$ cat src/rtl/i2c_pkg.sv
// ---------------------------------------------------------------------------
// i2c_pkg : shared constants and target state encoding.    Rev 1.0
// ---------------------------------------------------------------------------
`default_nettype none

package i2c_pkg;

  localparam logic [6:0] DEFAULT_ADDR = 7'h50;
  localparam logic       ACK          = 1'b0;
  localparam logic       NACK         = 1'b1;

  localparam logic [3:0] ST_IDLE      = 4'd0;
  localparam logic [3:0] ST_ADDR      = 4'd1;
  localparam logic [3:0] ST_ADDR_ACK  = 4'd2;
  localparam logic [3:0] ST_PTR       = 4'd3;
  localparam logic [3:0] ST_PTR_ACK   = 4'd4;
  localparam logic [3:0] ST_WDATA     = 4'd5;
  localparam logic [3:0] ST_WDATA_ACK = 4'd6;
  localparam logic [3:0] ST_RDATA     = 4'd7;
  localparam logic [3:0] ST_RDATA_ACK = 4'd8;
  localparam logic [3:0] ST_IGNORE    = 4'd9;

  typedef enum logic [3:0] {
    TS_IDLE      = ST_IDLE,
    TS_ADDR      = ST_ADDR,
    TS_ADDR_ACK  = ST_ADDR_ACK,
    TS_PTR       = ST_PTR,
    TS_PTR_ACK   = ST_PTR_ACK,
    TS_WDATA     = ST_WDATA,
    TS_WDATA_ACK = ST_WDATA_ACK,
    TS_RDATA     = ST_RDATA,
    TS_RDATA_ACK = ST_RDATA_ACK,
    TS_IGNORE    = ST_IGNORE
  } tgt_state_e;

endpackage

`default_nettype wire

$ cat src/rtl/i2c_target_if.sv
// ---------------------------------------------------------------------------
// i2c_target_if : I2C pad-side signals of the target.      Rev 1.0
// ---------------------------------------------------------------------------
`default_nettype none

interface i2c_target_if;
  logic scl_i;
  logic sda_i;
  logic sda_o;
  logic scl_o;

  modport slave  (input  scl_i, input  sda_i, output sda_o, output scl_o);
  modport master (output scl_i, output sda_i, input  sda_o, input  scl_o);
endinterface

`default_nettype wire

$ cat src/rtl/i2c_bus_sync.sv
// ---------------------------------------------------------------------------
// i2c_bus_sync : SCL/SDA synchronizer and edge/START/STOP detector. Rev 1.0
// ---------------------------------------------------------------------------
`default_nettype none

module i2c_bus_sync #(
  parameter int SYNC_STAGES = 2
) (
  input  logic clk,
  input  logic rst_n,
  input  logic scl_i,
  input  logic sda_i,
  output logic scl_rise_o,
  output logic scl_fall_o,
  output logic start_det_o,
  output logic stop_det_o,
  output logic sda_o
);

  logic [SYNC_STAGES-1:0] scl_sync_q;
  logic [SYNC_STAGES-1:0] sda_sync_q;
  logic                   scl_prev_q;
  logic                   sda_prev_q;
  logic                   scl_s;
  logic                   sda_s;

  // Idle bus level is high, so reset to 1 to avoid spurious events.
  always_ff @(posedge clk or negedge rst_n) begin
    if (!rst_n) begin
      scl_sync_q <= '1;
      sda_sync_q <= '1;
      scl_prev_q <= 1'b1;
      sda_prev_q <= 1'b1;
    end else begin
      scl_sync_q <= {scl_sync_q[SYNC_STAGES-2:0], scl_i};
      sda_sync_q <= {sda_sync_q[SYNC_STAGES-2:0], sda_i};
      scl_prev_q <= scl_s;
      sda_prev_q <= sda_s;
    end
  end

  assign scl_s = scl_sync_q[SYNC_STAGES-1];
  assign sda_s = sda_sync_q[SYNC_STAGES-1];

  // START/STOP qualify on the previous SCL level: a simultaneous SDA/SCL
  // change is then seen as SDA moving first.
  assign scl_rise_o  =  scl_s & ~scl_prev_q;
  assign scl_fall_o  = ~scl_s &  scl_prev_q;
  assign start_det_o =  scl_prev_q &  sda_prev_q & ~sda_s;
  assign stop_det_o  =  scl_prev_q & ~sda_prev_q &  sda_s;
  assign sda_o       =  sda_s;

endmodule

`default_nettype wire

$ cat src/rtl/i2c_target.sv
// ---------------------------------------------------------------------------
// i2c_target : I2C target with auto-incrementing register bank.  Rev 1.0
// ---------------------------------------------------------------------------
`default_nettype none

module i2c_target
  import i2c_pkg::*;
#(
  parameter logic [6:0] DEV_ADDR    = DEFAULT_ADDR,
  parameter int         DEPTH       = 16,
  parameter int         SYNC_STAGES = 2,
  localparam int        PW          = $clog2(DEPTH)
) (
  input  logic          PCLK,
  input  logic          PRESETn,
  i2c_target_if.slave   bus,
  output logic          busy,
  output logic          wr_valid,
  output logic [PW-1:0] wr_ptr,
  output logic [7:0]    wr_data,
  output logic [PW-1:0] rd_ptr
);

  logic scl_rise, scl_fall, start_det, stop_det, sda_s;

  i2c_bus_sync #(.SYNC_STAGES(SYNC_STAGES)) u_sync (
    .clk         (PCLK),
    .rst_n       (PRESETn),
    .scl_i       (bus.scl_i),
    .sda_i       (bus.sda_i),
    .scl_rise_o  (scl_rise),
    .scl_fall_o  (scl_fall),
    .start_det_o (start_det),
    .stop_det_o  (stop_det),
    .sda_o       (sda_s)
  );

  tgt_state_e    state_q, state_d;
  logic [2:0]    bitcnt_q, bitcnt_d;
  logic [7:0]    shreg_q, shreg_d;
  logic [PW-1:0] ptr_q, ptr_d;
  logic          sda_q, sda_d;
  logic          busy_q, busy_d;
  logic          ack_on_q, ack_on_d;
  logic          rw_q, rw_d;
  logic          load_q, load_d;
  logic          wr_valid_q, wr_valid_d;
  logic [PW-1:0] wr_ptr_q, wr_ptr_d;
  logic [7:0]    wr_data_q, wr_data_d;
  logic [7:0]    mem_q [DEPTH];
  logic [7:0]    byte_in;
  logic          last_bit;

  always_comb begin
    state_d    = state_q;
    bitcnt_d   = bitcnt_q;
    shreg_d    = shreg_q;
    ptr_d      = ptr_q;
    sda_d      = sda_q;
    busy_d     = busy_q;
    ack_on_d   = ack_on_q;
    rw_d       = rw_q;
    load_d     = load_q;
    wr_valid_d = 1'b0;
    wr_ptr_d   = wr_ptr_q;
    wr_data_d  = wr_data_q;
    byte_in    = {shreg_q[6:0], sda_s};
    last_bit   = (bitcnt_q == 3'd7);

    if (stop_det) begin
      state_d  = TS_IDLE;
      sda_d    = NACK;
      busy_d   = 1'b0;
      ack_on_d = 1'b0;
      load_d   = 1'b0;
    end else if (start_det) begin
      state_d  = TS_ADDR;
      bitcnt_d = 3'd0;
      sda_d    = NACK;
      busy_d   = 1'b1;
      ack_on_d = 1'b0;
      load_d   = 1'b0;
    end else begin
      case (state_q)
        TS_ADDR, TS_PTR, TS_WDATA: begin
          if (scl_rise) begin
            shreg_d  = byte_in;
            bitcnt_d = bitcnt_q + 3'd1;
            if (last_bit) begin
              if (state_q == TS_ADDR) begin
                rw_d    = byte_in[0];
                state_d = (byte_in[7:1] == DEV_ADDR) ? TS_ADDR_ACK : TS_IGNORE;
              end else if (state_q == TS_PTR) begin
                ptr_d   = byte_in[PW-1:0];
                state_d = TS_PTR_ACK;
              end else begin
                wr_valid_d = 1'b1;
                wr_ptr_d   = ptr_q;
                wr_data_d  = byte_in;
                ptr_d      = ptr_q + 1'b1;
                state_d    = TS_WDATA_ACK;
              end
            end
          end
        end
        // First SCL fall pulls SDA low, the second one ends the ACK slot.
        TS_ADDR_ACK, TS_PTR_ACK, TS_WDATA_ACK: begin
          if (scl_fall) begin
            if (!ack_on_q) begin
              sda_d    = ACK;
              ack_on_d = 1'b1;
            end else begin
              ack_on_d = 1'b0;
              bitcnt_d = 3'd0;
              sda_d    = NACK;
              if (state_q == TS_ADDR_ACK && rw_q) begin
                state_d = TS_RDATA;
                sda_d   = mem_q[ptr_q][7];
                shreg_d = {mem_q[ptr_q][6:0], 1'b0};
              end else if (state_q == TS_ADDR_ACK) begin
                state_d = TS_PTR;
              end else begin
                state_d = TS_WDATA;
              end
            end
          end
        end
        TS_RDATA: begin
          if (scl_fall) begin
            if (load_q) begin
              load_d   = 1'b0;
              bitcnt_d = 3'd0;
              sda_d    = mem_q[ptr_q][7];
              shreg_d  = {mem_q[ptr_q][6:0], 1'b0};
            end else if (last_bit) begin
              sda_d    = NACK;
              bitcnt_d = 3'd0;
              ptr_d    = ptr_q + 1'b1;
              state_d  = TS_RDATA_ACK;
            end else begin
              sda_d    = shreg_q[7];
              shreg_d  = {shreg_q[6:0], 1'b0};
              bitcnt_d = bitcnt_q + 3'd1;
            end
          end
        end
        TS_RDATA_ACK: begin
          if (scl_rise) begin
            if (sda_s == ACK) begin
              state_d = TS_RDATA;
              load_d  = 1'b1;
            end else begin
              state_d = TS_IGNORE;
            end
          end
        end
        default: ;
      endcase
    end
  end

  always_ff @(posedge PCLK or negedge PRESETn) begin
    if (!PRESETn) begin
      state_q    <= TS_IDLE;
      bitcnt_q   <= 3'd0;
      shreg_q    <= 8'd0;
      ptr_q      <= '0;
      sda_q      <= 1'b1;
      busy_q     <= 1'b0;
      ack_on_q   <= 1'b0;
      rw_q       <= 1'b0;
      load_q     <= 1'b0;
      wr_valid_q <= 1'b0;
      wr_ptr_q   <= '0;
      wr_data_q  <= 8'd0;
      for (int i = 0; i < DEPTH; i++) mem_q[i] <= 8'd0;
    end else begin
      state_q    <= state_d;
      bitcnt_q   <= bitcnt_d;
      shreg_q    <= shreg_d;
      ptr_q      <= ptr_d;
      sda_q      <= sda_d;
      busy_q     <= busy_d;
      ack_on_q   <= ack_on_d;
      rw_q       <= rw_d;
      load_q     <= load_d;
      wr_valid_q <= wr_valid_d;
      wr_ptr_q   <= wr_ptr_d;
      wr_data_q  <= wr_data_d;
      if (wr_valid_d) mem_q[wr_ptr_d] <= wr_data_d;
    end
  end

  assign bus.sda_o = sda_q;
  assign bus.scl_o = 1'b1;
  assign busy      = busy_q;
  assign wr_valid  = wr_valid_q;
  assign wr_ptr    = wr_ptr_q;
  assign wr_data   = wr_data_q;
  assign rd_ptr    = ptr_q;

endmodule

`default_nettype wire
$ cat src/flat_wrapper.sv
// flat-port wrapper written by rule: the top's interface ports become plain ports
module i2c_target_flat import i2c_pkg::*;
#(
  parameter logic [6:0] DEV_ADDR    = DEFAULT_ADDR,
  parameter int         DEPTH       = 16,
  parameter int         SYNC_STAGES = 2,
  localparam int        PW          = $clog2(DEPTH)
)
  (PCLK, PRESETn, busy, wr_valid, wr_ptr, wr_data, rd_ptr, bus_scl_i, bus_sda_i, bus_sda_o, bus_scl_o);
  i2c_target_if bus_i ();
  input  logic PCLK;
  input  logic PRESETn;
  output logic busy;
  output logic wr_valid;
  output logic [PW-1:0] wr_ptr;
  output logic [7:0] wr_data;
  output logic [PW-1:0] rd_ptr;
  input wire logic [$bits(bus_i.scl_i)-1:0] bus_scl_i;
  input wire logic [$bits(bus_i.sda_i)-1:0] bus_sda_i;
  output wire logic [$bits(bus_i.sda_o)-1:0] bus_sda_o;
  output wire logic [$bits(bus_i.scl_o)-1:0] bus_scl_o;
  assign bus_i.scl_i = bus_scl_i;
  assign bus_i.sda_i = bus_sda_i;
  assign bus_sda_o = bus_i.sda_o;
  assign bus_scl_o = bus_i.scl_o;
  i2c_target #(.DEV_ADDR(DEV_ADDR), .DEPTH(DEPTH), .SYNC_STAGES(SYNC_STAGES)) u_core (.PCLK(PCLK), .PRESETn(PRESETn), .bus(bus_i), .busy(busy), .wr_valid(wr_valid), .wr_ptr(wr_ptr), .wr_data(wr_data), .rd_ptr(rd_ptr));
endmodule
$ cat config.mk
export PLATFORM = sky130hd
export DESIGN_NAME = i2c_target_flat
export DESIGN_NICKNAME = d
export VERILOG_FILES = /design/src/rtl/i2c_pkg.sv /design/src/rtl/i2c_target_if.sv /design/src/rtl/i2c_bus_sync.sv /design/src/rtl/i2c_target.sv /design/src/flat_wrapper.sv
export SDC_FILE = /design/constraint.sdc
export NUM_CORES = 1
export LEC_CHECK = 0
export ABC_AREA = 0
export CORE_UTILIZATION = 45
export CTS_BUF_LIST = sky130_fd_sc_hd__clkbuf_16
export CTS_CLUSTER_DIAMETER = 150
export DETAILED_ROUTE_END_ITERATION = 10
export GPL_TIMING_DRIVEN = 0
export PLACE_DENSITY_LB_ADDON = 0.12
export SLEW_MARGIN = 20
export SYNTH_ARGS = -nofsm -noshare
export SYNTH_HDL_FRONTEND = slang
export SYNTH_SLANG_ARGS = --single-unit
export TNS_END_PERCENT = 50
$ cat constraint.sdc
create_clock -name PCLK -period 3.7 [get_ports PCLK]
set_input_delay 0.555 -clock PCLK [delete_from_list [all_inputs] [get_ports PCLK]]
set_output_delay 0.555 -clock PCLK [all_outputs]
set_load 0.05 [all_outputs]
==> results_dict.tcl <==
set metrics [dict create \
    cts_tree "built" \
    fin_nets 769 \
    hold_buffers 0 \
    setup.worst_path.class "reg2reg" \
    die_w_um 135.7 \
    critical_path_peak_fanout 10 \
    rr_worst_depth 7 \
    hold_violations 0 \
    clkTransAtPathRegs_ns 0.07 \
    setup_violations 0 \
    number_of_global_route_vias_before_repair 5748 \
    wl_mm 21.55 \
    finish.instance_area_mm2 0.009165 \
    max_freq_mhz 296.5 \
    timing_max_transition_violations_final 0 \
    post_cts.resized_instances 0 \
    worstMarginPinSlew_ns 1.046 \
    ir_drop_v 0.0003340 \
    synthArstFlopShare 1.000 \
    count_of_unresolved_drc_violations_after_routing 0 \
    synth_warnings 0 \
    critPathRequiredTime_ns 4.01 \
    grt_setup_unrepaired "no" \
    num_rows 48 \
    final_weighted_congestion_in_routability_driven_placement 0.8760 \
    timing.setup.tns_ns 0 \
    most-common-layout-cells "164 x dfrtp_1, 132 x nand2_1, 121 x o21ai_1" \
    via_count 5883 \
    pwr_density_cell_mw_per_mm2 595.8 \
    floorplan.initialDensity 0.4632 \
    critical_path_buf_inv_count 2 \
    worstSetupEndpointType "register" \
    first_iter_violations 592 \
    r2r_setup_slack_ns 0.33 \
    timing.rr.start "u_core.u_sync.scl_sync_q[1]" \
    floorplan_core_area_mm2 0.01736 \
    worstSetupStartpointType "register" \
    cts-buffers-inserted 17 \
    routed_wire_length_per_instance_um 21.55 \
    layout_worst_path_cycle_share 0.9114 \
    postSynthNetCount 727 \
    design.portCount 24 \
    crit_arrival_ns 3.69 \
    worst_slew_margin_rel 0.2827 \
    syn_area_per_cell_um2 11.17 \
    drt-pass1-iter-count 5 \
    clk_root_buffer_cell "clkbuf_16" \
    cts_htree_levels 4 \
    synth_cell_type_count 63 \
    kind_of_cell_adding_the_most_delay_to_the_critical_path "simple AND/OR/NAND/NOR gates" \
    fin_crit_ns 3.372 \
    postSynthRegisterBits 171 \
    n_antenna_cell 0 \
    regToRegEndpoint "u_core.mem_q[66]" \
    post_cts_buffers 0 \
    cp_slowest_stage_delay_ns 0.89 \
    seq_area_frac_synth 0.5333 \
    global_route_wire_length_before_repair_mm 33.89 \
    numPortBuffers 22 \
    ys.flop_type "dfrtp_1" \
    worstSkewPairLatency_ns 0.44 \
    min_path_type "in2async" \
    grt_use_total 0.2537 \
    place.detailed.hpwl_mm 14.88 \
    antenna_found_initial 0 \
    grt-ovfl-total 0 \
    placed_area_mm2 0.008574 \
    layout-drive-gt1-share 0.1923 \
    hold-worst-slack_ns 0.1056 \
    fin_skew_ns 0.01317 \
    layout_commonest_cell "dfrtp_1" \
    cts_max_path_buffers 2 \
    ant_nets 0 \
    power.leakage_uw 0.003883 \
    avgViaCountPerCell 5.883 \
    tritoncts_num_sinks 171 \
    series_of_cell_instances_along_the_critical_path "nor2b_1 -> nand4_2 -> nor2_2 -> buf_4 -> mux2i_1 -> buf_2 -> o21ai_1" \
    grt_max_degree 89 \
    dieHeight_um 135.7 \
    area_added_between_synthesis_and_finish_pct 13.99 \
    die_area_mm2 0.01841 \
    maxCapViolCount 0 \
    synthesis.instances 720 \
    status "finished clean" \
    synth_enable_flop_cells 0 \
    crit_path_top_delay_cell "mux2i_1" \
    syn_area_mm2 0.008040 \
]
==> worst register-to-register path, cell delays in order (launching register included) <==
cell and delay, ns:
dfstp_2 0.59, nor2b_1 0.35, nand4_2 0.29, nor2_2 0.34, buf_4 0.27, mux2i_1 0.89, buf_2 0.41, o21ai_1 0.11
==> worst max path at each step <==
stage	startpoint	to	slack [ns]	cells after the start
2_1_floorplan	u_core.rd_ptr[1]	u_core.shreg_q[7]	1.00	6
3_3_place_gp	PRESETn	u_core.mem_q[29]	-4.69	1
3_5_place_dp	u_core.u_sync.scl_sync_q[1]	u_core.mem_q[84]	0.33	7
4_1_cts	u_core.u_sync.scl_sync_q[1]	u_core.mem_q[84]	0.33	7
5_1_grt	u_core.u_sync.scl_sync_q[1]	u_core.mem_q[34]	0.13	7
6_report	u_core.u_sync.scl_sync_q[1]	u_core.mem_q[66]	0.33	7
==> kinds of logic (layout without fill, tap and decap cells) <==
kind of cell,after synthesis,after routing,share of synthesized area
and+or+nand+nor,217,217,0.1296
muxes,70,70,0.1545
xor gates and xnor gates,3,3,0.003269
other,1,1,0.0004664
DFF,171,171,0.5333
adders and majority gates,3,3,0.004669
buffers and inverters,77,132,0.05167
AOI/OAI and AO/OA,178,178,0.1225
==> area by class of cell <==
cell class | instances | area (µm²)
clock inverter | 15 | 157.7
sequential | 171 | 4288
fill | 1513 | 8192
multi-input combinational | 472 | 3344
buffer | 63 | 362.8
timing repair buffer | 23 | 252.7
clock buffer | 17 | 425.4
tap | 225 | 281.5
inverter | 14 | 52.55
==> where the power goes <==
group,switching [µW],internal (µW),leakage (µW)
clock network,832,955,0.000283
logic,961,614,0.00127
registers,122,1980,0.00233
total,1910,3550,0.00388
==> sequential cells by signal, summed over array words and instances, names as in the netlist, 2 cells and up <==
register                  flops
u_core.shreg_q                8
u_core.u_sync.scl_sync_q      2
u_core.wr_ptr                 4
u_core.wr_data                8
u_core.u_sync.sda_sync_q      2
u_core.rd_ptr                 4
u_core.state_q                4
u_core.bitcnt_q               3
u_core.mem_q                128
==> per-stage QoR <==
stage / cells / utilization / worst slack (ns) / power (µW)
detailed placement: 968 / 0.4940 / 0.3264 / 3696
floorplan: 720 / - / 1.001 / 3239
CTS: 1000 / 0.5276 / 0.3289 / 5482
finish: 1000 / 0.5280 / 0.3277 / 5460
global route: 1000 / 0.5280 / 0.1334 / 5691
global placement: 967 / 0.4921 / -4.689 / 3672
==> cells in the mapped netlist (7+ instances only) <==
cell      number  area share
nor2_1        19      0.0089
inv_1         13      0.0061
mux2i_1        9       0.011
dfstp_2        7       0.023
dfrtp_1      164        0.51
mux2_2        18       0.025
mux4_2        38        0.11
o21ai_0        7      0.0044
buf_2         20       0.012
nand2_1      132       0.062
nand2b_1       9      0.0070
buf_6         12       0.017
or4_1         15       0.014
o21ai_1      121       0.075
clkbuf_1      27       0.013
a21oi_1       22       0.014
==> per-layer routing <==
metal	track usage	share of wire
met1	0.3512	0.44
met2	0.3994	0.49
met3	0.04639	0.053
met4	0.09238	0.022
met5	0	0
Note: power is estimated with default switching activity, not from simulation.
